### src/rtl/keypad4x4_scan_if.sv
// Keypad scanner bus: matrix row/column pins, clear request and key/digit outputs.
interface keypad4x4_scan_if;
   logic [3:0]  i_col;
   logic        i_clear;
   logic [3:0]  o_row;
   logic        o_key_valid;
   logic [3:0]  o_key_code;
   logic [31:0] o_data;

   // Environment side: drives the columns and clear, observes the scanner
   modport master (
      output i_col,
      output i_clear,
      input  o_row,
      input  o_key_valid,
      input  o_key_code,
      input  o_data
   );

   // Scanner side
   modport slave (
      input  i_col,
      input  i_clear,
      output o_row,
      output o_key_valid,
      output o_key_code,
      output o_data
   );
endinterface

### src/rtl/keypad4x4_scan.sv
// 4x4 matrix keypad scanner: active-low row drive, debounced press/release,
// hex encoding and a 32-bit right-aligned digit shift register.
// Optional auto-repeat while a key is held: define KEYPAD_AUTOREPEAT_EN.
module keypad4x4_scan #(
   parameter int unsigned SCAN_DIV       = 10000,
   parameter int unsigned DEBOUNCE_TICKS = 20,
   parameter int unsigned REPEAT_TICKS   = 200
) (
   input logic             clk,
   input logic             reset,
   keypad4x4_scan_if.slave bus
);

   localparam int unsigned DIV_W = (SCAN_DIV > 1) ? $clog2(SCAN_DIV) : 1;
   localparam int unsigned DEB_W = $clog2(DEBOUNCE_TICKS + 1);
   localparam logic [DIV_W-1:0] DIV_LAST = DIV_W'(SCAN_DIV - 1);
   // The SCAN sample that triggered DEBOUNCE counts as the first stable sample
   localparam logic [DEB_W-1:0] DEB_FIRE = DEB_W'((DEBOUNCE_TICKS > 1) ? DEBOUNCE_TICKS - 2 : 0);
   localparam logic [DEB_W-1:0] REL_LAST = DEB_W'(DEBOUNCE_TICKS - 1);

   typedef enum logic [1:0] {
      SCAN     = 2'd0,
      DEBOUNCE = 2'd1,
      HELD     = 2'd2
   } state_t;

   state_t            state_q, state_d;
   logic [DIV_W-1:0]  cnt_q, cnt_d;
   logic [3:0]        col_meta_q, col_meta_d;
   logic [3:0]        col_s_q, col_s_d;
   logic [3:0]        row_q, row_d;
   logic [3:0]        lat_col_q, lat_col_d;
   logic [1:0]        lat_row_q, lat_row_d;
   logic [DEB_W-1:0]  deb_cnt_q, deb_cnt_d;
   logic [DEB_W-1:0]  rel_cnt_q, rel_cnt_d;
   logic              valid_q, valid_d;
   logic [3:0]        code_q, code_d;
   logic [31:0]       data_q, data_d;

   logic              tick_c;
   logic              one_low_c;
   logic [1:0]        row_idx_c;
   logic [1:0]        lat_cidx_c;
   logic [3:0]        key_code_c;
   logic              event_c;

`ifdef KEYPAD_AUTOREPEAT_EN
   localparam int unsigned REP_W = (REPEAT_TICKS > 1) ? $clog2(REPEAT_TICKS) : 1;
   localparam logic [REP_W-1:0] REP_LAST = REP_W'(REPEAT_TICKS - 1);
   logic [REP_W-1:0]  rep_cnt_q, rep_cnt_d;
`else
   logic [31:0]       unused_repeat_ticks;
   assign unused_repeat_ticks = 32'(REPEAT_TICKS);
`endif

   // Row encoding of the active (low) row and column decode of the latched pattern
   always_comb begin
      row_idx_c  = 2'd0;
      one_low_c  = 1'b0;
      lat_cidx_c = 2'd0;
      case (row_q)
         4'b1110: row_idx_c = 2'd0;
         4'b1101: row_idx_c = 2'd1;
         4'b1011: row_idx_c = 2'd2;
         4'b0111: row_idx_c = 2'd3;
         default: row_idx_c = 2'd0;
      endcase
      case (col_s_q)
         4'b1110, 4'b1101, 4'b1011, 4'b0111: one_low_c = 1'b1;
         default:                            one_low_c = 1'b0;
      endcase
      case (lat_col_q)
         4'b1110: lat_cidx_c = 2'd0;
         4'b1101: lat_cidx_c = 2'd1;
         4'b1011: lat_cidx_c = 2'd2;
         4'b0111: lat_cidx_c = 2'd3;
         default: lat_cidx_c = 2'd0;
      endcase
   end

   // Key map: r0 1 2 3 A | r1 4 5 6 B | r2 7 8 9 C | r3 E 0 F D
   always_comb begin
      key_code_c = 4'h0;
      case ({lat_row_q, lat_cidx_c})
         4'd0:  key_code_c = 4'h1;
         4'd1:  key_code_c = 4'h2;
         4'd2:  key_code_c = 4'h3;
         4'd3:  key_code_c = 4'hA;
         4'd4:  key_code_c = 4'h4;
         4'd5:  key_code_c = 4'h5;
         4'd6:  key_code_c = 4'h6;
         4'd7:  key_code_c = 4'hB;
         4'd8:  key_code_c = 4'h7;
         4'd9:  key_code_c = 4'h8;
         4'd10: key_code_c = 4'h9;
         4'd11: key_code_c = 4'hC;
         4'd12: key_code_c = 4'hE;
         4'd13: key_code_c = 4'h0;
         4'd14: key_code_c = 4'hF;
         default: key_code_c = 4'hD;
      endcase
   end

   // Prescaler, synchroniser, scan FSM and output next-state
   always_comb begin
      state_d    = state_q;
      cnt_d      = cnt_q;
      col_meta_d = bus.i_col;
      col_s_d    = col_meta_q;
      row_d      = row_q;
      lat_col_d  = lat_col_q;
      lat_row_d  = lat_row_q;
      deb_cnt_d  = deb_cnt_q;
      rel_cnt_d  = rel_cnt_q;
      valid_d    = 1'b0;
      code_d     = code_q;
      data_d     = data_q;
      event_c    = 1'b0;
`ifdef KEYPAD_AUTOREPEAT_EN
      rep_cnt_d  = rep_cnt_q;
`endif

      tick_c = (cnt_q == DIV_LAST);
      cnt_d  = tick_c ? '0 : cnt_q + DIV_W'(1);

      if (tick_c) begin
         case (state_q)
            SCAN: begin
               if (one_low_c) begin
                  lat_col_d = col_s_q;
                  lat_row_d = row_idx_c;
                  deb_cnt_d = '0;
                  state_d   = DEBOUNCE;
               end else begin
                  row_d = {row_q[2:0], row_q[3]};
               end
            end
            DEBOUNCE: begin
               if (col_s_q == lat_col_q) begin
                  if (deb_cnt_q == DEB_FIRE) begin
                     event_c   = 1'b1;
                     rel_cnt_d = '0;
                     state_d   = HELD;
`ifdef KEYPAD_AUTOREPEAT_EN
                     rep_cnt_d = '0;
`endif
                  end else begin
                     deb_cnt_d = deb_cnt_q + DEB_W'(1);
                  end
               end else begin
                  state_d = SCAN;
               end
            end
            HELD: begin
               if (col_s_q == 4'b1111) begin
                  if (rel_cnt_q == REL_LAST) begin
                     rel_cnt_d = '0;
                     row_d     = {row_q[2:0], row_q[3]};
                     state_d   = SCAN;
                  end else begin
                     rel_cnt_d = rel_cnt_q + DEB_W'(1);
                  end
               end else begin
                  rel_cnt_d = '0;
               end
`ifdef KEYPAD_AUTOREPEAT_EN
               if (col_s_q == lat_col_q) begin
                  if (rep_cnt_q == REP_LAST) begin
                     event_c   = 1'b1;
                     rep_cnt_d = '0;
                  end else begin
                     rep_cnt_d = rep_cnt_q + REP_W'(1);
                  end
               end
`endif
            end
            default: state_d = SCAN;
         endcase
      end

      if (event_c) begin
         valid_d = 1'b1;
         code_d  = key_code_c;
         data_d  = {data_q[27:0], key_code_c};
      end
      // Clear has priority over a digit insertion in the same clk
      if (bus.i_clear) begin
         data_d = '0;
      end
   end

   // State and output registers
   always_ff @(posedge clk or posedge reset) begin
      if (reset) begin
         state_q    <= SCAN;
         cnt_q      <= '0;
         col_meta_q <= 4'b1111;
         col_s_q    <= 4'b1111;
         row_q      <= 4'b1110;
         lat_col_q  <= 4'b1111;
         lat_row_q  <= 2'd0;
         deb_cnt_q  <= '0;
         rel_cnt_q  <= '0;
         valid_q    <= 1'b0;
         code_q     <= 4'h0;
         data_q     <= 32'h0;
`ifdef KEYPAD_AUTOREPEAT_EN
         rep_cnt_q  <= '0;
`endif
      end else begin
         state_q    <= state_d;
         cnt_q      <= cnt_d;
         col_meta_q <= col_meta_d;
         col_s_q    <= col_s_d;
         row_q      <= row_d;
         lat_col_q  <= lat_col_d;
         lat_row_q  <= lat_row_d;
         deb_cnt_q  <= deb_cnt_d;
         rel_cnt_q  <= rel_cnt_d;
         valid_q    <= valid_d;
         code_q     <= code_d;
         data_q     <= data_d;
`ifdef KEYPAD_AUTOREPEAT_EN
         rep_cnt_q  <= rep_cnt_d;
`endif
      end
   end

   assign bus.o_row       = row_q;
   assign bus.o_key_valid = valid_q;
   assign bus.o_key_code  = code_q;
   assign bus.o_data      = data_q;

endmodule

### src/flat_wrapper.sv
// flat-port wrapper written by rule: the top's interface ports become plain ports
module keypad4x4_scan_flat 
#(
   parameter int unsigned SCAN_DIV       = 10000,
   parameter int unsigned DEBOUNCE_TICKS = 20,
   parameter int unsigned REPEAT_TICKS   = 200
)
  (clk, reset, bus_i_col, bus_i_clear, bus_o_row, bus_o_key_valid, bus_o_key_code, bus_o_data);
  keypad4x4_scan_if bus_i ();
  input logic clk;
  input logic reset;
  input wire logic [$bits(bus_i.i_col)-1:0] bus_i_col;
  input wire logic [$bits(bus_i.i_clear)-1:0] bus_i_clear;
  output wire logic [$bits(bus_i.o_row)-1:0] bus_o_row;
  output wire logic [$bits(bus_i.o_key_valid)-1:0] bus_o_key_valid;
  output wire logic [$bits(bus_i.o_key_code)-1:0] bus_o_key_code;
  output wire logic [$bits(bus_i.o_data)-1:0] bus_o_data;
  assign bus_i.i_col = bus_i_col;
  assign bus_i.i_clear = bus_i_clear;
  assign bus_o_row = bus_i.o_row;
  assign bus_o_key_valid = bus_i.o_key_valid;
  assign bus_o_key_code = bus_i.o_key_code;
  assign bus_o_data = bus_i.o_data;
  keypad4x4_scan #(.SCAN_DIV(SCAN_DIV), .DEBOUNCE_TICKS(DEBOUNCE_TICKS), .REPEAT_TICKS(REPEAT_TICKS)) u_core (.clk(clk), .reset(reset), .bus(bus_i));
endmodule
### config.mk
export PLATFORM = sky130hd
export DESIGN_NAME = keypad4x4_scan_flat
export DESIGN_NICKNAME = d
export VERILOG_FILES = /design/src/rtl/keypad4x4_scan_if.sv /design/src/rtl/keypad4x4_scan.sv /design/src/flat_wrapper.sv
export SDC_FILE = /design/constraint.sdc
export NUM_CORES = 1
export LEC_CHECK = 0
export CAP_MARGIN = 20
export CELL_PAD_IN_SITES_DETAIL_PLACEMENT = 1
export CELL_PAD_IN_SITES_GLOBAL_PLACEMENT = 1
export CORE_UTILIZATION = 30
export DETAILED_ROUTE_END_ITERATION = 10
export PLACE_DENSITY = 0.57
export SLEW_MARGIN = 20
export SYNTH_ARGS = -nofsm -noshare
export SYNTH_HDL_FRONTEND = slang
export SYNTH_SLANG_ARGS = --single-unit
### constraint.sdc
create_clock -name clk -period 2.3 [get_ports clk]
set_input_delay 0.23 -clock clk [delete_from_list [all_inputs] [get_ports clk]]
set_output_delay 0.23 -clock clk [all_outputs]
set_load 0.005 [all_outputs]
---- Word level (Yosys, flattened, before mapping) ----
Memory sizes are Yosys's and may differ from the RTL's.
Cells that the tools add are included.
operators by class
  reductions and logical operators ........ 11
  add/sub/neg operators ................... 3
  muxes and demuxes ....................... 30
  equality and inequality tests ........... 25
operators by type and width
  operator                                                                  number
  32-bit 2-to-1 mux                                                         2
  5-bit 2-to-1 mux                                                          7
  4-bit == test (second input constant)                                     8
  5-bit one-hot mux with 2 select lines                                     2
  2-bit one-hot mux with 3 select lines                                     3
  5-bit AND reduction                                                       3
  14-bit by 1-bit adder with 14-bit output (second input constant)          1
  14-bit == test (second input constant)                                    1
  14-bit 2-to-1 mux                                                         1
  4-bit by 3-bit == test with 1-bit output (second input constant)          3
  4-bit 2-to-1 mux                                                          3
  5-bit by 1-bit adder with 5-bit output (second input constant)            2
  5-bit == test (second input constant)                                     2
  2-bit 2-to-1 mux                                                          5
  2-bit by 1-bit inequality test with 1-bit output (second input constant)  5
  4-bit one-hot mux with 2 select lines                                     1
  2-bit nonzero test                                                        4
  1-bit 2-to-1 mux                                                          6
  4-bit == test                                                             1
  2-bit inequality test (second input constant)                             2
  4-bit AND reduction                                                       1
  4-bit OR reduction                                                        1
  3-bit inequality test (second input constant)                             1
  3-bit AND reduction                                                       1
  3 further kinds                                                           3
storage, ports and cells
  bits in read-only memories .............. 64
  input port bits ......................... 7
  register bits after elaboration ......... 81
  word-level logic and storage cells ...... 82
  memories kept ........................... 1
memory list
  memory           words  bits a word  read ports  clocked after Yosys merged registers in  wr ports  RTL line              RTL
  (no name shown)  16     4            1           0                                        0         keypad4x4_scan.sv:84  case ({lat_row_q, lat_cidx_c})

---- Depth between registers and ports, before layout ----
Gate-level depths: netlist (run 1).
  word-level depth ........................ 7
  gate-level depth with buffers ........... 9

---- Worst setup path before layout (run 1) ----
No wires, ideal clock.
  path kind ............................... flip-flop to flip-flop
  from .................................... reg u_core.cnt_q[0]
  to ...................................... reg u_core.row_q[0] (netlist: u_core.bus.o_row[0])
  required time ........................... 2,175 ps
  buffers on the path ..................... 2
  slack ................................... 403 ps
  stages on the path, launching flop included .. 8
  data arrival time ....................... 1,773 ps
  cell sequence ........................... dfrtp_1 > ha_1 > and3_1 > and4_1 > buf_6 > buf_4 > nand3_1 > mux2_2
on the way
  word-level cells in the longest chain between the ends .. 2
RTL lines
  item                                  RTL line               RTL
  start, declared                       keypad4x4_scan.sv:28   logic [DIV_W-1:0] cnt_q, cnt_d;
  start signal, assigned                keypad4x4_scan.sv:212  cnt_q <= cnt_d;
  14-bit == test                        keypad4x4_scan.sv:123  tick_c = (cnt_q == DIV_LAST);
  5-bit AND reduction (no source line)  n/a
  end signal, assigned                  keypad4x4_scan.sv:215  row_q <= row_d;
  end, declared                         keypad4x4_scan.sv:31   logic [3:0] row_q, row_d;
No other way between the ends.
A chain may end at the register's enable or synchronous reset.

---- Final worst setup path (run 1) ----
  from .................................... reg u_core.cnt_q[0]
  to ...................................... reg u_core.rel_cnt_q[4]
on the way
  word-level cells in the longest chain between the ends .. 2
RTL lines
  item                                  RTL line               RTL
  14-bit == test                        keypad4x4_scan.sv:123
  4-bit AND reduction (no source line)  n/a
  end signal, assigned                  keypad4x4_scan.sv:219  rel_cnt_q <= rel_cnt_d;
  end, declared                         keypad4x4_scan.sv:35   logic [DEB_W-1:0] rel_cnt_q, rel_cnt_d;
No other way between the ends.

==> results of run 1 <==
metrics by stage:
| stage | util | std cells | hold slack (ns) | total power, mW |
|---|---|---|---|---|
| 3_5_place_dp | 0.366 | 574 | 0.347 | 1.55 |
| 5_1_grt | 0.393 | 590 | 0.280 | 3.19 |
| 6_report | 0.393 | 590 | 0.238 | 3.07 |
| 3_3_place_gp | 0.366 | 574 | 0.346 | 1.54 |
| 2_1_floorplan | - | 368 | 0.234 | 1.51 |
| 4_1_cts | 0.392 | 590 | 0.255 | 3.13 |
critical path, cell delays in order (launching register included):
cell and delay, ns:
dfrtp_1 0.38, ha_1 0.20, and3_2 0.25, and4_2 0.28, buf_4 0.18, nand2_4 0.09, or3_4 0.39, o31ai_1 0.24
power by group:
group / internal [mW] / switching, mW
sequential: 1.44 / 0.00800
combinational: 0.0233 / 0.0470
clock: 0.979 / 0.569
layer usage:
metal / track usage / up-vias / share of wire
li1: - / 1358 / -
met1: 0.188 / 1341 / 0.49
met2: 0.232 / 41 / 0.47
met3: 0.0291 / 13 / 0.027
met4: 0.0649 / 0 / 0.019
met5: 0 / - / 0
sequential cells by signal (all words and copies together), names as in the netlist:
register,flops
u_core.bus.o_key_code,4
u_core.col_s_q,4
u_core.deb_cnt_q,5
u_core.bus.o_data,32
u_core.rel_cnt_q,5
u_core.lat_col_q,4
u_core.bus.o_row,4
u_core.cnt_q,14
u_core.col_meta_q,4
u_core.bus.o_key_valid,1
u_core.lat_row_q,2
u_core.state_q,2
cell families (layout without fill, tap and decap cells):
kind of cell	after synthesis	count (layout)	share of synthesized area
multiplexers	12	12	0.0383
AND/OR/NAND/NOR	149	149	0.195
adder cells (fa/ha/maj)	13	13	0.0429
flip-flops	81	81	0.540
buffers and inverters	27	81	0.0373
XOR/XNOR	21	21	0.0486
AO/OA/AOI/OAI	65	65	0.0981
synth_stat cells, types with 2 or more instances:
master      n  share of area
and4_1      5          0.012
buf_4       2         0.0040
nor2b_1     3         0.0050
nand4b_1    2         0.0046
and3_1      7          0.012
a21oi_1    33          0.044
nand2_1    73          0.072
dfstp_2    15           0.10
nor3_1      4         0.0053
clkbuf_1    9         0.0089
o31ai_1     6          0.012
buf_2       2         0.0026
xor2_1     11          0.025
nand3_1    17          0.022
ha_1       13          0.043
o2111ai_1   2         0.0046
a31oi_1     2         0.0033
o21ai_0    14          0.019
buf_6       4          0.012
dfrtp_1    66           0.44
inv_1      10         0.0099
nand2b_1    2         0.0033
nor2_1     19          0.019
nand4_1     5         0.0083
nand3b_1    2         0.0040
xnor2_1    10          0.023
nor3b_1     2         0.0040
mux2_2     10          0.030
how the worst min path moves through the flow:
stage | cells past startpoint | start | slack [ns] | to
2_1_floorplan | 0 | bus_i_col[0] | 0.23 | u_core.col_meta_q[0]
3_3_place_gp | 0 | u_core.col_meta_q[3] | 0.35 | u_core.col_s_q[3]
3_5_place_dp | 0 | u_core.col_meta_q[1] | 0.35 | u_core.col_s_q[1]
4_1_cts | 2 | reset | 0.26 | u_core.bus.o_data[29]
5_1_grt | 2 | reset | 0.28 | u_core.bus.o_data[29]
6_report | 2 | reset | 0.24 | u_core.bus.o_data[29]
cell type report:
| type | instances | area [um^2] | share of cell area |
|---|---|---|---|
| tap | 168 | 210 | 0.0440 |
| inverter | 10 | 38.8 | 0.00812 |
| multi-input combinational | 260 | 1600 | 0.336 |
| sequential | 81 | 2050 | 0.428 |
| clock buffer | 11 | 243 | 0.0508 |
| clock inverter | 5 | 78.8 | 0.0165 |
| timing repair buffer | 55 | 556 | 0.116 |
==> impl_metrics.toml, run 1 <==
[status]
status = "finished, final reports clean"

[floorplan]
die_w_um = 114
pin_count = 48
chipHeight_um = 114
start_util = 0.311
fp.dieArea_mm2 = 0.0131
rows = 40
fp.coreArea_mm2 = 0.0122

[clock_network]
cts_tree = "done"
hold_buffers = 0
postCtsSetupBuffers = 0
clk_latency_ns = 0.34
h-tree-depth = 3
cts_made_buffers = 9
root_buffer = "clkbuf_16"
clkTransAtPathRegs_ns = 0.06
cts.repair.resized = 0
cts.sink_count = 81
cts_buffer_depth = 2

[timing]
setup_slack_ns = 0.198
slew_viol_final = 0
skew_ns = 0.00675
relSlewSlack = 0.608
tightest_slew_ns = 0.587
rsz0062_at_grt = "no"
fin_crit_sh = 0.914
setup_viol = 0
max_freq_mhz = 476
layout_min_cycle_time_ns = 2.10
hold_viol_final = 0
fin_setup_tns_ns = 0

[setup_path]
arrival_ns = 2.34
r2r_start = "u_core.cnt_q[0]"
rrSetupSlack_ns = 0.20
rr_worst_depth = 7
endpoint = "u_core.rel_cnt_q[4]"
crit_start = "u_core.cnt_q[0]"
crit_path_max_fanout = 9
endpoint_kind = "flop"
cp-start-kind = "flop"
timing_worst_setup_path_type = "flop to flop"
required_ns = 2.54
rr_endpoint = "u_core.rel_cnt_q[4]"

[logic_synthesis]
synth-edff-count = 0
ys_seq_area_frac = 0.540
synth_cells = 368
ys_ff_latch = 81
synth_area_mm2 = 0.00379
synth_nets = 388
syn_avg_cell_area_um2 = 10.3
ys_types = 46
synth_warnings = 0
async_reset_ff_frac = 1.00
ys.flop_type = "dfrtp_1"

[placement]
dp.final_hpwl_um = 5880
place_ws_ns = 0.158
placed_cell_area_mm2 = 0.00445
gp_congestion = 0.759
io_buffers = 47

[global_routing]
grt_max_degree = 37
grt_pass1_wl_um = 14700
grt_usage = 0.144
grt_pass1_vias = 2932
antenna_found_initial = 0
overflow = 0

[drt]
drtIter0Drc = 110
drt-total-wl_um = 8450
vias = 2753
drcViolationCount = 0
dr.pass1.iters = 4
vias_per_cell = 4.67
drtAntennaViolNets = 0
post_drt_wl_per_cell_um = 14.3

[cells_and_area]
fin_area_mm2 = 0.00477
nets = 437
drive_above_1_share = 0.140
syn2layout_area_growth_pct = 26.1
layout_commonest_cell = "nand2_1"
diodes = 0
layout_common_cells = "73 x nand2_1, 66 x dfrtp_1, 47 x clkdlybuf4s50_1"
fillers = 1373

[power]
p_leak_nw = 2.02
irDropWorstVdd_mv = 0.428
powerDensity_mw_per_mm2 = 642

[job]
drv_cap = 0

[worst_hold_path]
hold_class = "input port to async pin"
No activity file was read; power rests on OpenSTA's default activity.
==> inputs of run 2 (changes only) <==
- ABC_AREA: default -> 1
- ABC_CLOCK_PERIOD_IN_PS: default -> 2300
- PLACE_DENSITY: 0.57 -> 0.59
==> impl_metrics.toml, run 2 <==
[job]
drv_cap = 0

[cells_and_area]
largest_reg_flops = 32
syn2layout_area_growth_pct = 22.5
fillers = 1654
diodes = 0
nets = 605
layout_common_cells = "201 x nand2_1, 67 x inv_1, 66 x dfrtp_1"
drive_above_1_share = 0.117
layout_commonest_cell = "nand2_1"
fin_util = 0.382

[logic_synthesis]
synthTopCellsByCount = "201 x nand2_1, 68 x inv_1, 66 x dfrtp_1, 51 x nor2_1, 30 x nand3_1"
synth_cells = 532
synthTopCellsByArea = "dfrtp_1 39%, nand2_1 18%, dfstp_2 9.4%"
synth_area_mm2 = 0.00419
synth_top_cell_by_area = "dfrtp_1"
ys.flop_type = "dfrtp_1"
synth_top_area_frac = 0.394
synth_warnings = 0
syn_avg_cell_area_um2 = 7.88
synth.most_common_cell = "nand2_1"
synth-edff-count = 0
ys_ff_latch = 81
async_reset_ff_frac = 1.00
synth_nets = 552
ys_types = 32
ys_seq_area_frac = 0.488

[global_routing]
grt_pass1_vias = 3630
overflow = 0
grt_max_degree = 38
antenna_found_initial = 0
busiest_layer = "met2"
grt_pass1_wl_um = 17300
met3_usage = 0.0274
met1_usage = 0.191
grtUsageMet2 = 0.256
grt_usage = 0.153

[drt]
drcViolationCount = 0
dr.pass1.iters = 4
drtIter0Drc = 159
drt-total-wl_um = 9800
vias_per_cell = 4.49
post_drt_wl_per_cell_um = 12.8
drtAntennaViolNets = 0
vias = 3432

[clock_network]
postCtsSetupBuffers = 0
cts_tree = "done"
hold_buffers = 0
cts_buffer_depth = 2
cts.sink_count = 81
clk_latency_ns = 0.34
root_buffer = "clkbuf_16"
cts_made_buffers = 9
clkTransAtPathRegs_ns = 0.06
h-tree-depth = 3
cts.repair.resized = 0

[timing]
fin_setup_tns_ns = 0
fin_crit_sh = 0.809
rsz0062_at_grt = "no"
max_freq_mhz = 537
tightest_slew_ns = 0.503
relSlewSlack = 0.664
slew_viol_final = 0
setup_viol = 0
hold_viol_final = 0
layout_min_cycle_time_ns = 1.86
skew_ns = 0.00748

[placement]
dp.final_hpwl_um = 7260
io_buffers = 47
gp_congestion = 0.784

[floorplan]
chipHeight_um = 120
die_w_um = 120
fp.dieArea_mm2 = 0.0144
rows = 42
pin_count = 48
start_util = 0.311
fp.coreArea_mm2 = 0.0135

[power]
p_leak_nw = 2.52
irDropWorstVdd_mv = 0.309
powerDensity_mw_per_mm2 = 572

[setup_path]
arrival_ns = 2.09
required_ns = 2.53
crit_path_max_fanout = 15
endpoint_kind = "flop"
timing_worst_setup_path_type = "flop to flop"
cp-start-kind = "flop"

[status]
status = "finished, final reports clean"

[worst_hold_path]
hold_class = "input port to async pin"
## run 2: changes by cell type after synthesis, moves of 9 or more
| cell | before | now |
|---|---|---|
| a21oi_1 | 33 | 9 |
| nand3_1 | 17 | 30 |
| nor2_1 | 19 | 51 |
| nand2_1 | 73 | 201 |
| xnor2_1 | 10 | 1 |
| inv_1 | 10 | 68 |
| mux2_2 | 10 | 0 |
## run 2: kinds of logic (layout without fill, tap and decap cells)
kind of cell | count (synthesis) | after routing | synth area share
AOI/OAI and AO/OA | 33 | 33 | 0.0487
xor gates and xnor gates | 9 | 9 | 0.0188
adders and majority gates | 13 | 13 | 0.0388
buffers and inverters | 83 | 140 | 0.0857
DFF | 81 | 81 | 0.488
and+or+nand+nor | 313 | 313 | 0.320
## run 2: final timing paths
path / from / end / slack, ns / depth (start not counted)
max: u_core.state_q[1] / u_core.bus.o_data[1] / 0.44 / 10
min in group clk: bus_i_col[1] / u_core.col_meta_q[1] / 0.29 / 1
min reg2reg: u_core.col_meta_q[1] / u_core.col_s_q[1] / 0.36 / 0
min: reset / u_core.bus.o_data[4] / 0.16 / 2
max reg2reg: u_core.state_q[1] / u_core.bus.o_data[1] / 0.44 / 10
max in group asynchronous: reset / u_core.col_s_q[1] / 1.42 / 3
## run 2: power by group
part	switching (mW)	internal, mW
Clock	0.577	0.828
Combinational	0.0623	0.0233
Sequential	0.00412	1.44
## run 2: layout make-up
| class | instances | area (um^2) | share of cell area |
|---|---|---|---|
| Sequential cell | 81 | 2050 | 0.399 |
| Multi-Input combinational cell | 368 | 1790 | 0.348 |
| Timing Repair Buffer | 52 | 520 | 0.101 |
| Inverter | 73 | 275 | 0.0536 |
| Clock buffer | 9 | 225 | 0.0439 |
| Tap cell | 176 | 220 | 0.0429 |
| Clock inverter | 6 | 60.1 | 0.0117 |
## run 2: worst max-delay path, stage by stage (launching register included)
cell and delay (ns):
dfrtp_1 0.39, inv_1 0.10, ha_1 0.21, inv_1 0.13, nor2_2 0.18, nand3_2 0.12, nor2_4 0.13, buf_4 0.23
nor2_2 0.12, nand2_1 0.08, nand2_1 0.05
## run 2: metrics by stage
stage | setup WS, ns | cells | hold WS, ns | area (um^2) | power [mW]
after CTS | 0.426 | 765 | 0.169 | 5130 | 3.00
after global routing | 0.210 | 765 | 0.207 | 5130 | 3.06
after global placement | 0.498 | 750 | 0.346 | 4850 | 1.56
after floorplan | 0.0147 | 532 | 0.234 | 4190 | 1.52
final | 0.439 | 765 | 0.164 | 5130 | 2.93
after detailed placement | 0.451 | 750 | 0.347 | 4850 | 1.56
## run 2: layer usage
| layer | up-vias | routed length, um |
|---|---|---|
| li1 | 1737 | - |
| met5 | - | 0 |
| met1 | 1643 | 4680 |
| met4 | 0 | 197 |
| met2 | 41 | 4660 |
| met3 | 11 | 258 |
==> variant (settings of run 2) <==
The 3 states of `state_t` get a one-hot encoding in 3 bits.
--- a/src/rtl/keypad4x4_scan.sv
+++ b/src/rtl/keypad4x4_scan.sv
@@ -18,10 +18,10 @@
    localparam logic [DEB_W-1:0] DEB_FIRE = DEB_W'((DEBOUNCE_TICKS > 1) ? DEBOUNCE_TICKS - 2 : 0);
    localparam logic [DEB_W-1:0] REL_LAST = DEB_W'(DEBOUNCE_TICKS - 1);
 
-   typedef enum logic [1:0] {
-      SCAN     = 2'd0,
-      DEBOUNCE = 2'd1,
-      HELD     = 2'd2
+   typedef enum logic [2:0] {
+      SCAN     = 3'b001,
+      DEBOUNCE = 3'b010,
+      HELD     = 3'b100
    } state_t;
 
    state_t            state_q, state_d;
Function: no difference found for any inputs over 10 cycles, from zero or initial values and one cycle with reset high; not proved beyond that.
==> variant against run 2 <==
Cell count fell by 2.9%. Critical path depth did not move. First-iteration DRC count fell by 9.4%. Synthesized area fell by 0.33%. Routed wire length rose by 3.2%. Sequential cell count rose by 1. Utilization rose by 0.31 points. Power rose by 2.5%. Setup slack improved by 10 ps. Design area rose by 0.41%. Largest cell class unchanged. Highest routed layer unchanged.
==> variant: results (changes against run 2) <==
Setup path
  • CP peak stage delay: 580 ps (+190 ps)
  • Worst setup endpoint: u_core.bus.o_data[3]$_DFFE_PP0P_

Layout
  • Final non-clock buffer share: 10.7% (+0.59 points)
  • Signal buffers: 53 (+1.9%)
  • Inverters: 51 (-30%)
  • Nets: 579 (-4.3%)
  • Cell area after layout: 5150 sq um (+0.41%)
  • Sequential cell area share: 40.2% (+0.35 points)
  • Clock buf/inv share: 5.73% (+0.17 points)
  • FILL cells: 1580 (-4.5%)

Placed design
  • DP HPWL: 7300 um (+0.49%)
  • RD Place Congestion: 0.766 (-2.2%)
  • Dpl cell area: 4860 sq um (+0.23%)

STA
  • Tightest Pin Transition: 438 ps (-64.7 ps)
  • Fmax: 0.540 GHz (+0.54%)
  • Skew final: 9.65 ps (+2.18 ps)
  • Post-route worst hold slack: 293 ps (+129 ps)

GRT
  • Global-route wire length before repair: 17500 um (+1.1%)
  • Vias in the first global route: 3534 (-2.6%)

Yosys
  • Synth top area cells: dfrtp_1 (40%), nand2_1 (16%), dfstp_2 (10%)
  • Post-synthesis sequential area ratio: 49.6% (+0.79 points)
  • Cells after synthesis: 509 (-4.3%)

Pwr
  • Static Leak: 2.57 nW (+1.8%)
  • Switch share: 22.6% (+0.68 points)
  • Worst vdd ir: 0.254 mV (-18%)

Status
  • Outcome: complete, no violations

Floorplan
  • Core area: 13400 sq um (-0.39%)
==> variant: cell types whose count changed after synthesis, sizes merged, moves of 3 or more <==
| cell | delta |
|---|---|
| ha | -3 |
| inv | -22 |
| nand2 | -28 |
| nand3 | +26 |
| nand4 | +9 |
| nor2 | -9 |
| nor3 | +4 |
==> variant: routing by layer <==
layer / vias to the layer above / routed length, um / track usage, %
met5: - / 0 / 0
met4: 0 / 192 / 6.80
met3: 12 / 221 / 2.33
met2: 33 / 4720 / 25.1
met1: 1641 / 4980 / 20.3
li1: 1730 / - / -
==> variant: cells by family after synthesis <==
logic type                 synth area share (%)
buffers and inverters                      6.86
adders and majority gates                  3.00
xor gates and xnor gates                   2.31
AOI/OAI and AO/OA                          4.64
and+or+nand+nor                            33.6
DFF                                        49.6
==> variant: critical path: cells and delay by family (launching register included) <==
family                   cells  cell delay (ps)
AND/OR/NAND/NOR              7              840
adder cells (fa/ha/maj)      1              240
AO/OA/AOI/OAI                1               90
flip-flops                   1              580
buffers and inverters        1               40
